==> config.mk <==
export PLATFORM = sky130hd
export DESIGN_NAME = tt_zhouzhouthezhou_segdec
export DESIGN_NICKNAME = d
export VERILOG_FILES = /design/src/rtl/tt_zhouzhouthezhou_segdec.sv
export SDC_FILE = /design/constraint.sdc
export NUM_CORES = 1
export LEC_CHECK = 0
export ABC_AREA = 1
export CAP_MARGIN = 30
export CORE_MARGIN = 2
export CORE_UTILIZATION = 45
export CTS_BUF_LIST = sky130_fd_sc_hd__clkbuf_16
export CTS_CLUSTER_DIAMETER = 40
export CTS_CLUSTER_SIZE = 40
export DETAILED_ROUTE_END_ITERATION = 10
export GPL_TIMING_DRIVEN = 0
export HOLD_SLACK_MARGIN = 0.03
export PLACE_DENSITY = 0.75
export REMOVE_ABC_BUFFERS = 1
export SLEW_MARGIN = 20
export SYNTH_ARGS = -nofsm -noshare
export SYNTH_HDL_FRONTEND = slang
export SYNTH_SLANG_ARGS = --single-unit
==> constraint.sdc <==
create_clock -name clk -period 4.1 [get_ports clk]
set_input_delay 0.82 -clock clk [delete_from_list [all_inputs] [get_ports clk]]
set_output_delay 0.82 -clock clk [all_outputs]
set_load 0.05 [all_outputs]
==> src/rtl/tt_zhouzhouthezhou_segdec.sv <==
// Seven-segment pattern decoder with a stability filter and a two-digit
// history register.
//   clk     : clock, rising edge
//   rst_n   : asynchronous active-low reset
//   ena     : ignored
//   ui_in   : segment pattern (bit0=a .. bit6=g, bit7=dp)
//   uio_in  : bit0 strobe, bit1 synchronous clear (priority over FSM)
//   uo_out  : [3:0] newest digit, [7:4] previous digit
//   uio_out : bit4 valid pulse, bit5 error sticky, bit6 overflow sticky,
//             bit7 busy, bits 3:0 zero
//   uio_oe  : constant 8'hF0
// A pattern is decoded once it has been sampled STABLE_CYCLES times in a
// row while strobe is high; strobe must then drop before the next capture.
module tt_zhouzhouthezhou_segdec #(
  parameter int unsigned STABLE_CYCLES = 4
) (
  input  logic       clk,
  input  logic       rst_n,
  input  logic       ena,
  input  logic [7:0] ui_in,
  input  logic [7:0] uio_in,
  output logic [7:0] uo_out,
  output logic [7:0] uio_out,
  output logic [7:0] uio_oe
);

  typedef enum logic [1:0] {IDLE, SETTLE, DECODE, HOLD} state_t;

  localparam logic [3:0] STABLE = 4'(STABLE_CYCLES);
  localparam logic [3:0] OVF_CODE = 4'hE;

  state_t     state;
  logic [7:0] cap;
  logic [3:0] cnt;
  logic [7:0] digits;
  logic       valid;
  logic       err;
  logic       ovf;

  logic       strobe;
  logic       clear;
  logic [3:0] code;
  logic       code_ok;
  logic       unused_inputs;

  assign strobe        = uio_in[0];
  assign clear         = uio_in[1];
  assign unused_inputs = ^{ena, uio_in[7:2]};

  // Decode of the captured pattern; only consulted in DECODE.
  always_comb begin
    code    = '0;
    code_ok = 1'b1;
    case (cap)
      8'h3F:   code = 4'd0;
      8'h06:   code = 4'd1;
      8'h5B:   code = 4'd2;
      8'h4F:   code = 4'd3;
      8'h66:   code = 4'd4;
      8'h6D:   code = 4'd5;
      8'h7D:   code = 4'd6;
      8'h07:   code = 4'd7;
      8'h7F:   code = 4'd8;
      8'h67:   code = 4'd9;
      8'h80:   code = OVF_CODE;
      default: code_ok = 1'b0;
    endcase
  end

  always_ff @(posedge clk or negedge rst_n) begin
    if (!rst_n) begin
      state  <= IDLE;
      cap    <= '0;
      cnt    <= '0;
      digits <= '0;
      valid  <= 1'b0;
      err    <= 1'b0;
      ovf    <= 1'b0;
    end else begin
      valid <= 1'b0;
      if (clear) begin
        state  <= IDLE;
        cap    <= '0;
        cnt    <= '0;
        digits <= '0;
        err    <= 1'b0;
        ovf    <= 1'b0;
      end else begin
        case (state)
          IDLE: begin
            if (strobe) begin
              cap   <= ui_in;
              cnt   <= 4'd1;
              state <= SETTLE;
            end
          end
          SETTLE: begin
            if (!strobe) begin
              state <= IDLE;
            end else if (ui_in != cap) begin
              cap <= ui_in;
              cnt <= 4'd1;
            end else begin
              cnt <= cnt + 4'd1;
              if (cnt + 4'd1 == STABLE) state <= DECODE;
            end
          end
          DECODE: begin
            if (code_ok) begin
              digits <= {digits[3:0], code};
              valid  <= 1'b1;
              if (code == OVF_CODE) ovf <= 1'b1;
            end else begin
              err <= 1'b1;
            end
            state <= HOLD;
          end
          HOLD: begin
            if (!strobe) state <= IDLE;
          end
          default: state <= IDLE;
        endcase
      end
    end
  end

  assign uo_out  = digits;
  assign uio_out = {(state != IDLE), ovf, err, valid, 4'b0000};
  assign uio_oe  = 8'hF0;

endmodule

==> metrics.csv <==
metric;value;unit
reg2reg_slack;2.58;ns
final-setup-viol-count;0;
required;3.28;ns
yosys_warnings;0;
period_needed;2.49;ns
synthArstFlopShare;100;%
yosysTopAreaCellShare;38.0;%
gp_congestion;0.836;
fin_nets;265;
leakage;0.983;nW
std_cell_rows;21;
drc;0;
first_pass_iters;4;
die_w;64.5;um
crit_fanout;6;
yosysMostFrequentCell;nand2_1;
core-area;3420;sq um
clk_pin_slew;0.07;ns
clk_latency;0.26;ns
max_slew_margin;55.8;%
ctsHoldBuffers;0;
drv_slew;0;
synth_common_cells;nand2_1, dfrtp_1, nand3_1, nor2_1, inv_1;
cts_root_buf;clkbuf_16;
seq_area_frac_synth;38.0;%
r2r_end;uo_out[2];
cts_resized;0;
final-hold-violation-count;0;
io_buffer_count;23;
setup_tns;0;ns
numCtsBuffers;3;
clock_sinks;25;
path_class;reg -> out;
r2r_cells;10;
worstHoldPathCells;2;
synth-main-ff-cell;dfrtp_1;
cts_max_level;1;
status;finished, final reports clean;
cts_buffer_depth;2;
drt_iter0_drc;78;
hold-path-endpoint;err;
fin_cells;289;
cp-start-kind;flip-flop;
grt.overflow.total;0;
grt_pass1_wl;5460;um
ios;43;
r2r_start;cap[7];
ant_nets;0;
drive_above_1_share;10.7;%
fmax;0.402;GHz
syn_area_per_cell;7.35;sq um
synth_cells;224;
num_antenna_cells;0;
cts_tree;done;
finalClockSkew;0.00343;ns
start_util;48.2;%
min_path_type;reg -> reg;
worst_slack;1.61;ns
hold_start;err;
syn_to_final_growth;16.2;%
p_total;0.616;mW
cp-end-kind;output pin;
ys_ff_latch;25;
post-cts-setup-buffer-count;0;
track_usage;16.3;%
detail_route.wl_per_cell;10.3;um
vias_per_cell;4.73;
synth_area;1650;sq um
grt_setup_unrepaired;false;
ir_worst_vdd;0.198;mV
arrival;1.67;ns
tightestPinTransition;0.663;ns
netlist_top_cells_area;dfrtp_1, nand2_1, buf_4, nand3_1, nor2_1;
chipHeight;64.5;um
grt_start_max_net_pins;26;
hpwl;2200;um
grt_pass1_vias;1253;
die_area;4160;sq um
synth_edf_count;0;
vias;1368;
antenna_found_initial;0;
wl;2980;um
finalCritPeriodShare;60.7;%
synth_top_cell_by_area;dfrtp_1;
dp.cells;285;
place_ws;1.54;ns
p_per_area;322;nW/um^2
cap_violations;0;
synth_cell_types;28;
## kinds of logic after synthesis
kind of cell / synth area share [%]
and+or+nand+nor: 37.7
buffers and inverters: 13.2
AOI/OAI and AO/OA: 5.93
adders and majority gates: 1.52
other: 0.456
DFF: 38.0
xor gates and xnor gates: 3.19
## stage by stage
step	instance area, sq um	hold slack, ns	util, %
floorplan	1540	0.492	-
global placement	1830	0.467	53.6
detailed placement	1830	0.476	53.6
CTS	1910	0.494	56.0
global route	1910	0.532	56.0
finish	1910	0.481	56.0
## cell usage in the layout (no fill, tap or decap), drive strengths merged
master	Yosys	layout
buf	18	2
nor4	1	1
inv	20	20
ha	2	2
nand4	5	5
and2	2	2
nor2	21	21
nor3	4	4
dfrtp	25	25
clkinvlp	0	1
clkdlybuf4s50	0	22
o21ai	12	12
xnor2	2	2
xor2	4	4
clkbuf	1	3
o211ai	2	2
conb	2	12
nand3	24	24
a21oi	1	1
o22ai	1	1
nand2	77	77
## flip-flops by register name, indices dropped and copies added, names as in the netlist
signal	cells
cap	8
cnt	4
err	1
ovf	1
state	2
uo_out	8
valid	1
## worst max path at each step
stage / start / end / slack, ns / cells after the start
after floorplan: uio_in[1] / ovf / 2.30 / 3
after global placement: uio_in[1] / ovf / 1.47 / 4
after global routing: state[1] / uio_out[7] / 1.54 / 3
after detailed placement: uio_in[1] / cap[4] / 1.54 / 5
final: state[1] / uio_out[7] / 1.61 / 3
after CTS: state[1] / uio_out[7] / 1.61 / 3
## layout make-up
| class | count | area [sq um] |
|---|---|---|
| multi-input cells | 170 | 841 |
| repair buffers | 24 | 230 |
| inverters | 20 | 75.1 |
| fillers | 350 | 1500 |
| clock buffers | 3 | 75.1 |
| flip-flops and latches | 25 | 626 |
| well taps | 46 | 57.6 |
| clock inverters | 1 | 7.51 |
## per-layer routing
metal | wire (um) | global-route usage [%] | vias to the layer above
met2 | 1330 | 26.2 | 33
met5 | 0 | 0 | -
met1 | 1470 | 22.7 | 608
met4 | 29 | 3.99 | 0
li1 | - | - | 723
met3 | 145 | 3.30 | 4
## report_power, final
group	internal (mW)	switching [mW]
Sequential	0.257	0.0138
Clock	0.132	0.0904
Combinational	0.0356	0.0865
Total	0.425	0.191
## worst max-delay path: stages (launching register included)
cell and delay, ns:
dfrtp_1 0.42, inv_1 0.12, nand2_1 0.08, clkdlybuf4s50_1 0.79
Power figures use the tool's default switching activity.
